$ cat src/rtl/scaler_pkg.sv
// Shared widths, bank type and saturating increment for the quad beam scaler.
// Pure declarations: no latency, no flow control.
package scaler_pkg;

  localparam int NCHAN  = 4;
  localparam int CWIDTH = 12;
  localparam int BANK_W = NCHAN * CWIDTH;

  typedef logic [NCHAN-1:0][CWIDTH-1:0] bank_t;

  // Adds one when inc is set, holding at all-ones instead of wrapping.
  function automatic logic [CWIDTH-1:0] sat_inc(input logic [CWIDTH-1:0] v, input logic inc);
    if (inc && (v != {CWIDTH{1'b1}}))
      return v + 1'b1;
    return v;
  endfunction

endpackage

$ cat src/rtl/ce_divider.sv
// Window divider: ce pulses for one clock every CLK_DIVIDE clocks, first pulse CLK_DIVIDE-1 clocks after reset.
// Free-running, no backpressure.
module ce_divider #(
  parameter int CLK_DIVIDE = 6
) (
  input  logic clk,
  input  logic rst,
  output logic ce
);

  localparam int CW = (CLK_DIVIDE > 2) ? $clog2(CLK_DIVIDE) : 1;
  localparam logic [CW-1:0] LAST = CW'(CLK_DIVIDE - 1);

  logic [CW-1:0] cnt;

  always_ff @(posedge clk) begin
    if (rst)
      cnt <= '0;
    else if (cnt == LAST)
      cnt <= '0;
    else
      cnt <= cnt + 1'b1;
  end

  assign ce = (cnt == LAST);

endmodule

$ cat src/rtl/quad_beam_scaler.sv
// Double-banked 4x12-bit hit-window scaler; counts land on count_o one clock after the window ce.
// No backpressure: the inactive bank is cascaded/loaded via shift_i while the active bank keeps counting.
module quad_beam_scaler
  import scaler_pkg::*;
#(
  parameter int CLK_DIVIDE = 6
) (
  input  logic                wb_clk_i,
  input  logic                wb_rst_i,
  input  logic [NCHAN-1:0]    count_i,
  input  logic                bank_i,
  input  logic [1:0]          shift_i,
  input  logic [2*BANK_W-1:0] pc_i,
  output logic [2*BANK_W-1:0] pc_o,
  output logic [2*BANK_W-1:0] count_o
);

  logic             ce;
  logic             act;
  logic             sw;
  logic [NCHAN-1:0] flag;
  logic [NCHAN-1:0] hit;
  bank_t            bank     [2];
  bank_t            bank_nxt [2];

  ce_divider #(.CLK_DIVIDE(CLK_DIVIDE)) u_div (
    .clk (wb_clk_i),
    .rst (wb_rst_i),
    .ce  (ce)
  );

  // A hit in the closing cycle of the window still counts for that window.
  assign hit = flag | count_i;
  assign sw  = (bank_i != act);

  // Per bank: clear-on-switch > cascade load (inactive only) > increment (active only).
  // On a switch the window result goes to the new bank, so nothing is lost.
  always_comb begin
    for (int k = 0; k < 2; k++) begin
      bank_nxt[k] = bank[k];
      if (sw && (bank_i == 1'(k))) begin
        for (int n = 0; n < NCHAN; n++)
          bank_nxt[k][n] = {{(CWIDTH-1){1'b0}}, ce & hit[n]};
      end else if (shift_i[k] && (act != 1'(k))) begin
        bank_nxt[k] = pc_i[BANK_W*k +: BANK_W];
      end else if (ce && !sw && (act == 1'(k))) begin
        for (int n = 0; n < NCHAN; n++)
          bank_nxt[k][n] = sat_inc(bank[k][n], hit[n]);
      end
    end
  end

  always_ff @(posedge wb_clk_i) begin
    if (wb_rst_i) begin
      act     <= 1'b0;
      flag    <= '0;
      bank[0] <= '0;
      bank[1] <= '0;
    end else begin
      act     <= bank_i;
      flag    <= ce ? '0 : hit;
      bank[0] <= bank_nxt[0];
      bank[1] <= bank_nxt[1];
    end
  end

  assign pc_o    = {bank[1], bank[0]};
  assign count_o = pc_o;

endmodule

$ cat config.mk
export PLATFORM = sky130hd
export DESIGN_NAME = quad_beam_scaler
export DESIGN_NICKNAME = d
export VERILOG_FILES = /design/src/rtl/scaler_pkg.sv /design/src/rtl/ce_divider.sv /design/src/rtl/quad_beam_scaler.sv
export SDC_FILE = /design/constraint.sdc
export NUM_CORES = 1
export LEC_CHECK = 0
export ABC_AREA = 1
export CAP_MARGIN = 20
export CORE_MARGIN = 2
export CORE_UTILIZATION = 42
export DETAILED_ROUTE_END_ITERATION = 10
export PLACE_DENSITY = 0.79
export SKIP_CTS_REPAIR_TIMING = 1
export SLEW_MARGIN = 30
export SYNTH_ARGS = -nofsm -noshare
export SYNTH_HDL_FRONTEND = slang
export SYNTH_SLANG_ARGS = --single-unit
$ cat constraint.sdc
create_clock -name wb_clk_i -period 1.6 [get_ports wb_clk_i]
set_clock_uncertainty 0.1 [all_clocks]
set_input_delay 0.4 -clock wb_clk_i [delete_from_list [all_inputs] [get_ports wb_clk_i]]
set_output_delay 0.4 -clock wb_clk_i [all_outputs]
set_load 0.05 [all_outputs]
==> qor.csv, run 1 <==
stage;metric;value;unit
clocking;root_buffer;clkbuf_16;
placed_design;hpwl;24.0;mm
drt;wire_per_inst;15.9;µm
sta;fin_crit;1.63;ns
clocking;clock_latency;0.36;ns
sta;tightest_slew;0.310;ns
worst_setup_path;start_kind;flop;
yosys;synth_top_area_frac;0.255;
sta;hold_violations;0;
worst_setup_path;path_class;reg2reg;
yosys;synth_cell_types;39;
global_routing;antenna_found_initial;1;
drt;dr.pass1.iters;6;
worst_setup_path;critPathMaxStageDelay;0.37;ns
global_routing;grt_max_degree;37;
yosys;yosys_warnings;0;
yosys;async_flop_share;0;
die;coreArea;19300;µm²
sta;fin_ws;-0.0349;ns
worst_setup_path;critPathMaxFanout;6;
cells_and_area;n_antenna_cell;0;
yosys;synth-edff-count;0;
yosys;synth_top_area_cell;dfxtp_1;
sta;max_slew_margin;0.793;
yosys;synthesis.area;8180;µm²
die;dieArea;20600;µm²
worst_setup_path;cp_data_arrival_time;1.82;ns
worst_setup_path;timing.critical_path.cells;ha_4 > nand2_4 > nor2_8 > nand3_4 > buf_8 > nand3_1 > nand2_1 > nor2_1;
sta;clock.fmax;612;MHz
cells_and_area;multiInputGateArea;5300;µm²
power;p_leak;6.70;nW
drt;vias_per_cell;5.27;
clocking;cts.sinks;104;
worst_setup_path;end_kind;flop;
die;io_pins;297;
hold_path;hp-class;in2reg;
drt;drc;0;
worst_setup_path;required;1.78;ns
sta;final_max_slew_viol_count;0;
sta;tns;-0.0796;ns
global_routing;first_global_vias;10300;
clocking;cts.clk_slew.worst_paths;0.07;ns
global_routing;track_usage;0.291;
flow_run;maxCapViolations;0;
worst_setup_path;rrSetupSlack;-0.03;ns
placed_design;gp_congestion;0.908;
placed_design;portBuffers;296;
yosys;yosysSeqAreaShare;0.255;
yosys;synthTopCellsByArea;dfxtp_1 25%, nand2_1 20%, nor2_1 12%;
die;die_h;144;µm
run_status;status;finished with violations;
yosys;synth_ff_type;dfxtp_1;
die;rows;51;
drt;ant_nets;0;
cells_and_area;fill_cells;1234;
yosys;synth_cells;1392;
yosys;synth_nets;1509;
run_status;violations;negative setup slack;
yosys;postSynthAreaPerCell;5.88;µm²
global_routing;overflow;0;
cells_and_area;final_cell_mix;418 x nand2_1, 233 x nor2_1, 200 x buf_12;
clocking;htree_num_levels;3;
drt;num_vias;10700;
drt;first_iter_violations;921;
global_routing;grt_pass1_wl;48.3;mm
cells_and_area;syn2layout_area_growth;84.3;%
clocking;numCtsBuffers;9;
sta;rsz0062_at_grt;yes;
worst_setup_path;slowest_stage;dfxtp_4;
clocking;cts_buffer_depth;2;
sta;fin_crit_sh;1.02;
cells_and_area;drive_gt1_frac;0.364;
clocking;cts_tree;built;
power;p_per_area;580;nW/µm²
cells_and_area;layout.nets;1869;
cells_and_area;fin_area;15100;µm²
cells_and_area;mostFrequentLayoutCell;nand2_1;
die;die_x;144;µm
sta;setup_viol;8;
power;vdd_drop_max;553;µV
yosys;synth-seq-cells;104;
drt;routed_wirelength;32.2;mm
placed_design;place_area;14200;µm²
die;start_util;0.424;
cells_and_area;ff_latch_area;2250;µm²
[state kept, by name, indices dropped and copies added, names as in the netlist]
name       count
flag           4
act            1
u_div.cnt      3
bank          96
[metrics by stage]
stage	total power, mW	utilization	cells	hold WS, ns	setup slack [ns]
6_report	8.74	0.782	2021	0.230	-0.0349
5_1_grt	9.08	0.782	2021	0.237	-0.107
4_1_cts	8.58	0.750	2016	0.407	-0.281
3_5_place_dp	6.53	0.737	2001	0.390	-0.644
3_3_place_gp	6.46	0.737	2001	0.388	-0.596
2_1_floorplan	4.76	-	1392	0.321	-0.00821
[final cells by class]
class	instances	share of cell area
multi-input combinational	1050	0.351
clock buffer	12	0.0157
tap	265	0.0220
sequential	104	0.149
timing repair buffer	488	0.434
clock inverter	3	0.00116
inverter	99	0.0273
[worst paths after layout]
check	endpoint	cells past startpoint	startpoint
setup reg to reg	bank[0][95]	8	act
hold reg to reg	bank[0][5]	2	bank[0][5]
hold / removal	act	3	bank_i
setup / recovery	bank[0][95]	8	act
[routing by layer]
metal / share of wire / up-vias / global-route usage
li1: - / 5031 / -
met1: 0.36 / 4876 / 0.327
met2: 0.51 / 624 / 0.526
met3: 0.093 / 123 / 0.0613
met4: 0.038 / 2 / 0.129
met5: 0.00040 / - / 0
[worst max-delay path: cells and delay by family (launching register included)]
kind          cells  cell delay [ns]
buf+inv           1             0.16
flops             1             0.37
simple gates      6             0.64
fa+ha+maj         1             0.29
[synth_stat cells (2+ instances only)]
library cell,n
a31oi_1,3
nand2_2,8
a21boi_0,4
dfxtp_1,104
nand3_2,8
o21ai_2,3
o21bai_1,6
nand2_4,6
buf_2,19
nand2_1,433
nand3_1,166
ha_1,12
inv_1,87
nand4_1,3
nor2_4,7
clkbuf_1,12
nand3b_1,13
o21ai_0,35
buf_4,100
nor2_2,7
a21oi_1,33
o21ai_1,24
xnor2_1,3
buf_6,6
o211ai_1,2
nor2_1,268
inv_2,8
[cell families (layout without fill, tap and decap cells)]
kind of cell             count (synthesis)  after routing  share of synthesized area
buffers and inverters                  238            602                      0.166
AND/OR/NAND/NOR                        923            923                      0.483
adder cells (fa/ha/maj)                 12             12                     0.0184
XOR/XNOR                                 4              4                    0.00428
AO/OA/AOI/OAI                          111            111                     0.0739
flip-flops                             104            104                      0.255
[power by group]
part / total [mW] / internal, mW / switching [mW]
sequential: 2.87 / 2.73 / 0.133
combinational: 3.78 / 1.76 / 2.02
clock: 2.10 / 1.05 / 1.04
Power figures use the tool's default switching activity.
==> inputs of run 2 (changes only) <==
Settings changed: CORE_UTILIZATION 42 to 45, DONT_BUFFER_PORTS from default to 1, PLACE_DENSITY 0.79 to default.
==> run 2 against run 1 <==
The run now ends clean. Clock-buffer cell count is 2 lower. Via count is 18% lower. Flip-flop and latch count stayed put. Worst setup slack better by 0.039 ns. Highest routed layer is now met4. Largest power group is now registers. Critical endpoint is now bank[0][40].
==> qor.csv, run 2 (same netlist as run 1, synthesis figures left out) <==
stage;metric;value;unit;change
run_status;status;finished clean;;
clocking;numCtsBuffers;9;;unchanged
clocking;cts_tree;built;;
clocking;clock_latency;0.36;ns;about the same
drt;dr.pass1.iters;5;;-1
worst_setup_path;critPathMaxFanout;5;;-1
sta;final_max_slew_viol_count;0;;unchanged
die;io_pins;297;;unchanged
clocking;root_buffer;clkbuf_16;;
clocking;cts.sinks;104;;unchanged
cells_and_area;drive_gt1_frac;0.309;;-0.0548
clocking;cts.clk_slew.worst_paths;0.07;ns;about the same
sta;fin_crit;1.60;ns;-0.0391 ns
worst_setup_path;cp_data_arrival_time;1.78;ns;-0.04 ns
global_routing;first_global_vias;7664;;-26%
drt;vias_per_cell;5.15;;-2.3%
placed_design;dp_cells;1672;;-16%
die;die_h;139;µm;-3.3%
placed_design;hpwl;18.0;mm;-25%
sta;fin_ws;0.00419;ns;+0.0391 ns
sta;tightest_slew;0.491;ns;+0.181 ns
cells_and_area;n_antenna_cell;0;;unchanged
die;dieArea;19300;µm²;-6.5%
drt;ant_nets;0;;unchanged
global_routing;overflow;0;;unchanged
cells_and_area;regMostFlops;bank;;
global_routing;grt_pass1_wl;37.3;mm;-23%
worst_setup_path;startpoint;act;;
drt;drc;0;;unchanged
global_routing;track_usage;0.233;;-0.0576
worst_setup_path;path_buf_inv;1;;unchanged
die;die_x;139;µm;-3.3%
worst_setup_path;slowest_stage;dfxtp_2;;
power;p_leak;4.80;nW;-28%
cells_and_area;syn2layout_area_growth;27.6;%;
worst_setup_path;path_delay_family;simple AND/OR/NAND/NOR gates;;
clocking;htree_num_levels;3;;unchanged
cells_and_area;multiInputGateArea;5290;µm²;-0.14%
drt;wire_per_inst;14.7;µm;-7.5%
cells_and_area;reg_top3;bank: 96 flops, flag: 4 flops, u_div.cnt: 3 flops;;
power;power_frac_seq;0.382;;+0.054
sta;hold_violations;0;;unchanged
worst_setup_path;end_kind;flop;;
sta;rsz0062_at_grt;yes;;
placed_design;pre_cts_ws;-0.162;ns;+0.482 ns
sta;clock.fmax;627;MHz;+2.5%
drt;routed_wirelength;25.1;mm;-22%
cells_and_area;fill_cells;1773;;+44%
worst_setup_path;critPathMaxStageDelay;0.34;ns;-0.03 ns
placed_design;gp_congestion;0.882;;-2.9%
worst_setup_path;start_kind;flop;;
worst_setup_path;required;1.78;ns;about the same
die;coreArea;17900;µm²;-7.1%
sta;tns;0;ns;+0.0796 ns
hold_path;hp-class;in2reg;;
sta;max_slew_margin;0.671;;-0.121
drt;num_vias;8764;;-18%
hold_path;hp-start;wb_rst_i;;
die;start_util;0.457;;+0.0325
power;p_switching;2.91;mW;-9.1%
power;vdd_drop_max;552;µV;-0.12%
clocking;cts_buffer_depth;2;;unchanged
power;pwr-share-comb;0.317;;-0.115
worst_setup_path;timing.critical_path.cells;ha_4 > nand3_4 > nor2_4 > nand2_4 > nand2_8 > buf_6 > o21ai_1 > nor2_1;;
global_routing;grt_max_degree;43;;+16%
drt;first_iter_violations;428;;-54%
power;swShare;0.384;;+0.0185
power;power;7.56;mW;-14%
sta;fin_crit_sh;0.997;;-0.0244
cells_and_area;layout.nets;1584;;-15%
power;p_per_area;725;nW/µm²;+25%
flow_run;maxCapViolations;0;;unchanged
cells_and_area;final_cells;1701;;-16%
worst_setup_path;path_class;reg2reg;;
power;clock_power_share;0.301;;+0.061
placed_design;portBuffers;0;;-100%
cells_and_area;largest_reg_flops;96;;unchanged
die;rows;49;;-3.9%
cells_and_area;final_cell_mix;421 x nand2_1, 233 x nor2_1, 145 x nand3_1;;
cells_and_area;ff_latch_area;2240;µm²;-0.28%
global_routing;antenna_found_initial;0;;-1
worst_setup_path;rr_startpoint;act;;
sta;setup_viol;0;;-8
cells_and_area;mostFrequentLayoutCell;nand2_1;;
power;p_int;4.65;mW;-16%
==> run 2: power by group through the flow <==
stage | sequential (mW) | clock, mW | combinational, mW
6_report | 2.89 | 2.28 | 2.40
5_1_grt | 2.91 | 2.45 | 2.57
4_1_cts | 2.87 | 2.34 | 2.21
3_5_place_dp | 2.93 | 0 | 2.21
3_3_place_gp | 2.93 | 0 | 2.19
2_1_floorplan | 3.39 | 0 | 1.37
==> run 2: area by class of cell <==
class                      count  area share
clock inverter                 6     0.00576
multi-input combinational   1052       0.507
tap                          229      0.0275
inverter                      99      0.0404
timing repair buffer         201       0.183
clock buffer                  10      0.0219
sequential                   104       0.215
==> run 2: routing by layer <==
layer	share of wire	GRT usage
met1	0.42	0.282
met2	0.50	0.412
met3	0.061	0.0594
met4	0.016	0.0585
met5	0	0
==> run 2: worst paths after layout <==
kind                       to  slack [ns]  cells after the start
hold / removal    bank[0][48]        0.10                      3
hold reg to reg       flag[0]        0.41                      2
setup / recovery  bank[0][40]       0.004                      8
setup reg to reg  bank[0][40]       0.004                      8
==> run 2: per-stage QoR <==
step	hold WS [ns]	utilization	instance area (µm²)
2_1_floorplan	0.321	-	8460
3_3_place_gp	0.365	0.519	9290
3_5_place_dp	0.364	0.519	9290
4_1_cts	-0.0130	0.535	9580
5_1_grt	0.0780	0.583	10400
6_report	0.103	0.583	10400
==> run 2: tightest hold or removal path, stage by stage <==
cell,delay (ns)
a21oi_1,0.02
nand2_1,0.06
nor2_1,0.04
==> inputs of run 3 (changes only) <==
Settings changed: CORE_UTILIZATION 45 to 59, PLACE_DENSITY from default to 0.78.
==> run 3 against run 2 <==
The run now ends with negative setup slack left. Sequential share of layout area down 0.50 points. Global-route usage increased by 6.8 points. Die area fell by 23%. Power increased by 2.0%. Largest cell class unchanged. Clock-buffer cell count is the same. Maximum frequency decreased by 4.7%. Largest power group unchanged. Highest routed layer unchanged. Cell count decreased by 2.8%. Via count up 4.3%. Core utilization grew 19 points. Non-clock buffer count increased by 2. Sequential power about the same. Critical path type unchanged.
==> qor.csv, run 3 (same netlist as run 1, synthesis figures left out) <==
stage;metric;value;unit;change
run_status;status;finished with violations;;
run_status;violations;negative setup slack;;
cells_and_area;fin_area;10700;µm²;+2.2%
placed_design;gp_congestion;0.924;;+4.7%
placed_design;place_area;9160;µm²;-1.4%
cells_and_area;final_cell_mix;417 x nand2_1, 228 x nor2_1, 142 x nand3_1;;
global_routing;overflow;0;;unchanged
sta;rsz0062_at_grt;yes;;
sta;fin_crit;1.67;ns;+0.0791 ns
sta;hold_violations;0;;unchanged
sta;fin_crit_sh;1.05;;+0.0494
sta;setup_viol;47;;+47
power;vdd_drop_max;637;µV;+15%
worst_setup_path;rr_worst_depth;12;;+4
worst_setup_path;critPathMaxFanout;5;;unchanged
global_routing;track_usage;0.301;;+0.0679
cells_and_area;ff_latch_area;2240;µm²;-0.17%
global_routing;first_global_vias;7799;;+1.8%
placed_design;hpwl;17.1;mm;-5.2%
die;die_h;122;µm;-12%
cells_and_area;layout.nets;1586;;+0.13%
die;rows;43;;-12%
drt;drc;0;;unchanged
worst_setup_path;cp_data_arrival_time;1.86;ns;+0.08 ns
flow_run;maxCapViolations;0;;unchanged
power;p_per_area;723;nW/µm²;-0.19%
worst_setup_path;rrSetupSlack;-0.07;ns;-0.08 ns
worst_setup_path;r2r-end;bank[0][49];;
worst_setup_path;required;1.79;ns;about the same
hold_path;hp-class;in2reg;;
power;p_leak;4.91;nW;+2.2%
placed_design;portBuffers;0;;unchanged
clocking;cts_tree;built;;
sta;max_slew_margin;0.660;;-0.0115
sta;tightest_slew;0.508;ns;+0.0171 ns
sta;clock.fmax;597;MHz;-4.7%
cells_and_area;fill_cells;1027;;-42%
hold_path;hold_end;bank[0][48];;
clocking;cts_buffer_depth;2;;unchanged
clocking;cts.sinks;104;;unchanged
clocking;cts.clk_slew.worst_paths;0.07;ns;about the same
die;dieArea;14800;µm²;-23%
clocking;numCtsBuffers;9;;unchanged
cells_and_area;multiInputGateArea;5420;µm²;+2.5%
cells_and_area;largest_reg_flops;96;;unchanged
die;coreArea;13700;µm²;-23%
global_routing;antenna_found_initial;0;;unchanged
global_routing;grt_max_degree;50;;+16%
drt;dr.pass1.iters;7;;+2
clocking;htree_num_levels;3;;unchanged
worst_setup_path;end_kind;flop;;
hold_path;worstHoldPathCells;3;;unchanged
hold_path;hp-start;wb_rst_i;;
die;start_util;0.596;;+0.139
sta;fin_ws;-0.0749;ns;-0.0791 ns
cells_and_area;final_util;0.777;;+0.194
worst_setup_path;start_kind;flop;;
clocking;clock_latency;0.36;ns;about the same
global_routing;grt_pass1_wl;36.3;mm;-2.8%
drt;first_iter_violations;721;;+68%
cells_and_area;mostFrequentLayoutCell;nand2_1;;
drt;ant_nets;0;;unchanged
die;io_pins;297;;unchanged
cells_and_area;reg_top3;bank: 96 flops, flag: 4 flops, u_div.cnt: 3 flops;;
die;die_x;122;µm;-12%
drt;vias_per_cell;5.53;;+7.3%
cells_and_area;syn2layout_area_growth;30.4;%;
clocking;root_buffer;clkbuf_16;;
sta;final_max_slew_viol_count;0;;unchanged
cells_and_area;drive_gt1_frac;0.324;;+0.0152
worst_setup_path;path_class;reg2reg;;
worst_setup_path;rr_startpoint;u_div.cnt[1];;
drt;routed_wirelength;25.9;mm;+3.2%
drt;wire_per_inst;15.6;µm;+6.1%
cells_and_area;regMostFlops;bank;;
cells_and_area;n_antenna_cell;0;;unchanged
drt;num_vias;9140;;+4.3%
[run 3: routing by layer]
metal,vias to the layer above,track usage,share of wire
li1,4474,-,-
met2,428,0.519,0.49
met5,-,0,0
met3,76,0.0637,0.081
met4,0,0.117,0.034
met1,4162,0.366,0.39
[run 3: final cells by class]
| class | instances | share of cell area |
|---|---|---|
| Multi-Input combinational cell | 1052 | 0.508 |
| Sequential cell | 104 | 0.210 |
| Timing Repair Buffer | 203 | 0.192 |
| Inverter | 99 | 0.0400 |
| Clock buffer | 10 | 0.0224 |
| Tap cell | 180 | 0.0211 |
| Clock inverter | 6 | 0.00634 |
[run 3: report_power, final]
group / internal, mW / leakage (nW) / switching, mW
clock network: 1.27 / 0.153 / 1.07
logic: 0.742 / 3.86 / 1.74
registers: 2.74 / 0.894 / 0.152
[run 3: worst max-delay path, cell delays in order (launching register included)]
cell	delay, ns
dfxtp_2	0.33
inv_2	0.06
ha_4	0.14
nand2_4	0.05
clkinv_4	0.06
buf_6	0.09
nand2_4	0.06
nor2_8	0.18
nand3_4	0.14
clkbuf_16	0.18
nand3b_1	0.07
nand2_1	0.05
nor2_1	0.09
[run 3: through the flow]
step	instances	hold slack [ns]	setup WS, ns	setup TNS (ns)	power, mW
2_1_floorplan	1392	0.321	-0.00821	-0.0524	4.76
3_3_place_gp	1611	0.364	-0.128	-3.29	5.10
3_5_place_dp	1611	0.367	-0.204	-6.38	5.13
4_1_cts	1627	-0.0129	-0.0949	-3.39	7.45
5_1_grt	1654	0.0965	-0.144	-6.66	8.03
6_report	1654	0.101	-0.0749	-1.36	7.71
[run 3: worst max path at each step]
stage	from	end	slack, ns	cells after the start
after floorplan	bank[0][37]	bank[0][38]	-0.008	9
after global placement	bank_i	bank[0][39]	-0.13	9
after detailed placement	bank_i	bank[0][41]	-0.20	9
after CTS	bank[0][12]	count_o[12]	-0.09	2
after global routing	u_div.cnt[1]	bank[0][75]	-0.14	12
final	u_div.cnt[1]	bank[0][49]	-0.07	12
